--- config.mk ---
export PLATFORM = sky130hd
export DESIGN_NAME = rsa_tx_scheduler
export DESIGN_NICKNAME = d
export VERILOG_FILES = /design/src/rtl/rsa_tx_scheduler.sv
export SDC_FILE = /design/constraint.sdc
export NUM_CORES = 1
export LEC_CHECK = 0
export ABC_CLOCK_PERIOD_IN_PS = 1800
export CORE_ASPECT_RATIO = 1.4
export CORE_UTILIZATION = 36
export CTS_BUF_LIST = sky130_fd_sc_hd__clkbuf_8
export CTS_CLUSTER_DIAMETER = 30
export CTS_CLUSTER_SIZE = 25
export DETAILED_ROUTE_END_ITERATION = 16
export PLACE_DENSITY_LB_ADDON = 0.25
export SLEW_MARGIN = 20
export SYNTH_ARGS = -nofsm -noshare
export SYNTH_HDL_FRONTEND = slang
export SYNTH_SLANG_ARGS = --single-unit
--- constraint.sdc ---
create_clock -name clk -period 1.8 [get_ports clk]
set_input_delay 0.36 -clock clk [delete_from_list [all_inputs] [get_ports clk]]
set_output_delay 0.36 -clock clk [all_outputs]
set_load 0.02 [all_outputs]
--- src/rtl/rsa_tx_scheduler.sv ---
// Arbitrates buffered RSA encrypt/decrypt result bytes onto the UART TX AXI-stream.
// Optional TX_TAG_HEADER_EN: each result is preceded by a tag beat ('E' or 'D').
module rsa_tx_scheduler #(
   parameter int DATA_W     = 8,
   parameter bit SEND_GATED = 1'b1
) (
   input  logic              clk,
   input  logic              rst,
   input  logic              enc_valid,
   input  logic [DATA_W-1:0] enc_data,
   input  logic              dec_valid,
   input  logic [DATA_W-1:0] dec_data,
   input  logic              send,
   output logic [DATA_W-1:0] m_axis_tdata,
   output logic              m_axis_tvalid,
   input  logic              m_axis_tready,
   output logic              busy,
   output logic              overrun
);

`ifdef TX_TAG_HEADER_EN
   typedef enum logic [2:0] {IDLE, SEND_ENC, SEND_DEC, TAG_ENC, TAG_DEC} state_t;
   localparam logic [DATA_W-1:0] TAG_E = DATA_W'(8'h45);
   localparam logic [DATA_W-1:0] TAG_D = DATA_W'(8'h44);
`else
   typedef enum logic [1:0] {IDLE, SEND_ENC, SEND_DEC} state_t;
`endif

   state_t            state, state_nxt;
   logic [DATA_W-1:0] tdata_nxt;
   logic              tvalid_nxt;
   logic [DATA_W-1:0] enc_buf, dec_buf;
   logic              enc_full, dec_full;
   logic              enc_new, dec_new;
   logic              send_q, send_pend;
   logic              send_edge, beat_done, dec_ready;
   logic              enc_consume, dec_consume;
   logic              enc_launch, dec_launch;

   assign send_edge   = send & ~send_q;
   assign beat_done   = m_axis_tvalid & m_axis_tready;
   assign dec_ready   = dec_full & (send_pend | ~SEND_GATED);
   assign enc_consume = beat_done & (state == SEND_ENC);
   assign dec_consume = beat_done & (state == SEND_DEC);
   // A launch is the cycle the buffered byte is copied onto the bus.
   assign enc_launch  = (state_nxt == SEND_ENC) & (state != SEND_ENC);
   assign dec_launch  = (state_nxt == SEND_DEC) & (state != SEND_DEC);
   assign busy        = (state != IDLE) | enc_full | dec_full;

   always_comb begin
      state_nxt  = state;
      tdata_nxt  = m_axis_tdata;
      tvalid_nxt = m_axis_tvalid;
      case (state)
         IDLE: begin
            if (enc_full) begin
`ifdef TX_TAG_HEADER_EN
               state_nxt = TAG_ENC;
               tdata_nxt = TAG_E;
`else
               state_nxt = SEND_ENC;
               tdata_nxt = enc_buf;
`endif
               tvalid_nxt = 1'b1;
            end else if (dec_ready) begin
`ifdef TX_TAG_HEADER_EN
               state_nxt = TAG_DEC;
               tdata_nxt = TAG_D;
`else
               state_nxt = SEND_DEC;
               tdata_nxt = dec_buf;
`endif
               tvalid_nxt = 1'b1;
            end
         end
`ifdef TX_TAG_HEADER_EN
         TAG_ENC: begin
            if (beat_done) begin
               state_nxt = SEND_ENC;
               tdata_nxt = enc_buf;
            end
         end
         TAG_DEC: begin
            if (beat_done) begin
               state_nxt = SEND_DEC;
               tdata_nxt = dec_buf;
            end
         end
`endif
         SEND_ENC, SEND_DEC: begin
            if (beat_done) begin
               state_nxt  = IDLE;
               tvalid_nxt = 1'b0;
            end
         end
         default: state_nxt = IDLE;
      endcase
   end

   // enc_new/dec_new mark a byte not yet copied to the bus, so a byte that
   // overwrote an in-flight one keeps the buffer full after the handshake.
   always_ff @(posedge clk or posedge rst) begin
      if (rst) begin
         state         <= IDLE;
         m_axis_tvalid <= 1'b0;
         m_axis_tdata  <= '0;
         enc_full      <= 1'b0;
         dec_full      <= 1'b0;
         enc_new       <= 1'b0;
         dec_new       <= 1'b0;
         send_q        <= 1'b0;
         send_pend     <= 1'b0;
         overrun       <= 1'b0;
      end else begin
         state         <= state_nxt;
         m_axis_tvalid <= tvalid_nxt;
         m_axis_tdata  <= tdata_nxt;
         enc_full      <= enc_valid | (enc_consume ? enc_new : enc_full);
         dec_full      <= dec_valid | (dec_consume ? dec_new : dec_full);
         enc_new       <= enc_valid | (enc_new & ~enc_launch);
         dec_new       <= dec_valid | (dec_new & ~dec_launch);
         send_q        <= send;
         send_pend     <= send_pend ? ~dec_consume : send_edge;
         overrun       <= overrun | (enc_valid & enc_full & ~enc_consume)
                                  | (dec_valid & dec_full & ~dec_consume);
      end
   end

   always_ff @(posedge clk) begin
      if (enc_valid) enc_buf <= enc_data;
      if (dec_valid) dec_buf <= dec_data;
   end

endmodule

==> out/results.md <==
### Place
- number of placed instances, taps included: 182
- detailed placer's ending HPWL: 1859 um
- routability congestion estimate from global placement: 0.8860
- Port Buffer Count: 32

### Global route
- all-layer global routing usage: 14.84%
- total global routing overflow: 0
- maximum number of pins on one net before global-route repair: 21
- initial antenna violation count: 0
- wire length of the first global-routing pass: 4126 um
- vias in the first global route: 957

### Yosys
- share of flip-flops with an asynchronous set or reset: 52.94%
- Mapped Avg Cell Area: 13.61 um2
- post-synth top area cell: sky130_fd_sc_hd__edfxtp_1
- synth cell count leaders: sky130_fd_sc_hd__dfrtp_1, sky130_fd_sc_hd__edfxtp_1, sky130_fd_sc_hd__a31oi_1, sky130_fd_sc_hd__mux2i_1, sky130_fd_sc_hd__a21oi_1
- number of flops mapped to enable cells by yosys: 16
- number of register bits inferred by synthesis: 34
- sequential area share after synthesis: 66.43%
- Post-Synthesis Cells: 103
- most repeated cell in the gate-level netlist after synthesis: sky130_fd_sc_hd__dfrtp_1
- total standard cell area after synthesis: 1401 um2
- total nets after synthesis: 129
- proportion of netlist area held by the largest area contributor: 34.29%
- unique cell type count in the Yosys netlist: 26
- largest cells by area after synthesis: sky130_fd_sc_hd__edfxtp_1, sky130_fd_sc_hd__dfrtp_1, sky130_fd_sc_hd__mux2i_1
- top_reg_cell synth: sky130_fd_sc_hd__dfrtp_1
- Ys Warns: 0

### Power and ir drop
- Max rail drop VDD: 0.0008075 V
- areal power density over the cells: 1311 nW/um2
- Lkg Pwr: 0.0007962 uW

### Finish
- final antenna diode count: 0
- Net count, final: 174
- fin util: 52.11%
- final cell count without fillers: 191
- area overhead of the layout relative to synthesis: 36.70%
- fraction of layout instances using a drive strength above 1: 14.09%
- total area of sequential cells: 930.9 um2
- count of fill cells added during filler insertion: 340
- area occupied by multi-input gates: 439.2 um2

### Detailed routing
- starting DRC count in detailed routing: 31
- Avg WL per Cell: 13.87 um
- post-detailed-routing wire length: 2649 um
- vias per inst: 5.120
- count of vias placed by the detailed router: 978
- number of remaining DRC errors: 0
- first drt pass iteration count: 4
- count of nets left with antenna violations after detail routing: 0

### Worst hold path
- worst min-delay path class: primary input to async pin

### Clock tree
- buffer cell driving the clock tree root: sky130_fd_sc_hd__clkbuf_8
- number of H-tree levels: 2
- total clock buffers created by CTS: 5
- clock latency of the later-clocked register in the worst-skew pair: 0.29 ns
- clock tree from TritonCTS: done
- clock sinks: 34
- maximum buffer depth of the clock tree: 2
- CTS clk-pin slew, worst paths: 0.07 ns

### Worst setup path
- Crit. End Element: primary output
- critical path startpoint category: register
- count of buffering cells on the critical path with inverters included: 2
- arrival time of the worst setup path: 1.36 ns
- cell type group with the largest total delay on the critical path: flip-flops
- Critical Path Max Stage Delay: 0.37 ns
- library cell contributing the largest single delay on the critical path: sky130_fd_sc_hd__dfrtp_1
- CP Data Required Time: 1.44 ns
- largest fanout on the critical path: 3
- cells along the critical path: inv_1 -> ha_1 -> nand2b_1 -> or2_1 -> buf_2
- critical path type: register to primary output

### Floorplan
- number of placement rows: 26
- number of ports placed on the die boundary: 33
- Die Ht: 75.82 um
- DIE AREA: 4150 um2
- Initial Utilization: 38.12%
- die boundary width: 54.73 um
- area of the core: 3676 um2

### Timing
- slew margin rel.: 63.02%
- min cycle time layout: 1.719 ns
- aggregate negative setup slack: 0 ns
- largest clock skew in the final design: 0.006781 ns
- final count of negative-setup-slack endpoints: 0
- measured slew at the worst slew-check pin: 0.5547 ns
- Slew Viols, Final: 0
- period utilization: 95.51%
- timing-limited maximum frequency: 581.7 MHz
- number of hold violations in the final report: 0

### Flow run
- reported max-cap violation count: 0

### Run status
- status: finished clean

[worst register-to-register path: cells and delay by family, from the launching register on]
family          cells  cell delay, ns
flops               1            0.34
fa+ha+maj           1            0.30
compound gates      3            0.88
buf+inv             1            0.06
[power breakdown]
group / internal, uW / leakage [uW] / switching [uW]
sequential: 985 / 0.000348 / 99.7
clock: 262 / 0.0000467 / 261
combinational: 455 / 0.000401 / 449
total: 1700 / 0.000796 / 810
[sequential cells by signal, summed over array words and instances, names as in the netlist]
register       flops
send_q             1
dec_new            1
enc_new            1
overrun            1
dec_buf            8
dec_full           1
enc_full           1
state              2
enc_buf            8
m_axis_tvalid      1
m_axis_tdata       8
send_pend          1
[cell families after synthesis]
| logic type | share of synthesized area (%) |
|---|---|
| buffers and inverters | 2.678 |
| muxes | 7.143 |
| adders and majority gates | 3.572 |
| DFF | 66.43 |
| AOI/OAI and AO/OA | 13.04 |
| and+or+nand+nor | 7.142 |
[stage by stage]
stage / instance area, um2 / worst slack (ns) / power (uW) / hold WS (ns)
floorplan: 1401 / 0.1260 / 1580 / 0.2986
global placement: 1823 / 0.01201 / 1985 / 0.4296
detailed placement: 1823 / -0.003018 / 2004 / 0.4396
CTS: 1902 / 0.06111 / 2539 / 0.3948
global route: 1916 / -0.008622 / 2661 / 0.4331
finish: 1916 / 0.08079 / 2512 / 0.3839
[path summary, 6_finish.rpt]
kind | start | end | slack (ns) | depth (start not counted)
max | state[0]$_DFF_PP0_ | busy | 0.08 | 5
min | rst | m_axis_tdata[4]$_DFFE_PP0P_ | 0.38 | 3
max reg2reg | state[0]$_DFF_PP0_ | enc_new$_DFF_PP0_ | 0.11 | 5
min reg2reg | send_q$_DFF_PP0_ | send_pend$_DFF_PP0_ | 0.45 | 1
max in group asynchronous | rst | state[1]$_DFF_PP0_ | 1.22 | 3
min in group clk | send_q$_DFF_PP0_ | send_pend$_DFF_PP0_ | 0.45 | 1
[per-layer routing]
metal  routed length, um  vias up  track usage, %  share of wire (%)
li1                    -      472               -                  -
met1                1106      465           15.61                 42
met2                1323       33           24.63                 50
met3                 149        8           5.988                5.6
met4                  70        0           7.977                2.6
met5                   0        -               0                  0
[repair_timing]
action | in CTS | in global routing
resized for setup | 4 | 1
hold buffers | 0 | 0
buffers inserted | 0 | 1
setup endpoints to repair | 1 | 2
[area by class of cell]
class	instances	share of cell area (%)
Sequential cell	34	48.60
Tap cell	42	2.743
Clock buffer	5	3.592
Timing Repair Buffer	43	20.77
Clock inverter	3	0.7838
Multi-Input combinational cell	61	22.93
Inverter	3	0.5879
[cells in the final DEF (no fill, tap or decap), types with 3 or more instances in the layout]
| cell | instances |
|---|---|
| sky130_fd_sc_hd__dfrtp_1 | 18 |
| sky130_fd_sc_hd__nand2b_1 | 4 |
| sky130_fd_sc_hd__nand2_1 | 4 |
| sky130_fd_sc_hd__buf_4 | 11 |
| sky130_fd_sc_hd__nor2_1 | 3 |
| sky130_fd_sc_hd__mux2i_1 | 10 |
| sky130_fd_sc_hd__nand3_1 | 3 |
| sky130_fd_sc_hd__clkdlybuf4s50_1 | 31 |
| sky130_fd_sc_hd__clkbuf_8 | 5 |
| sky130_fd_sc_hd__ha_1 | 4 |
| sky130_fd_sc_hd__a21oi_1 | 9 |
| sky130_fd_sc_hd__edfxtp_1 | 16 |
| sky130_fd_sc_hd__a31oi_1 | 10 |
| sky130_fd_sc_hd__inv_1 | 5 |
Note: power is estimated with default switching activity, not from simulation.
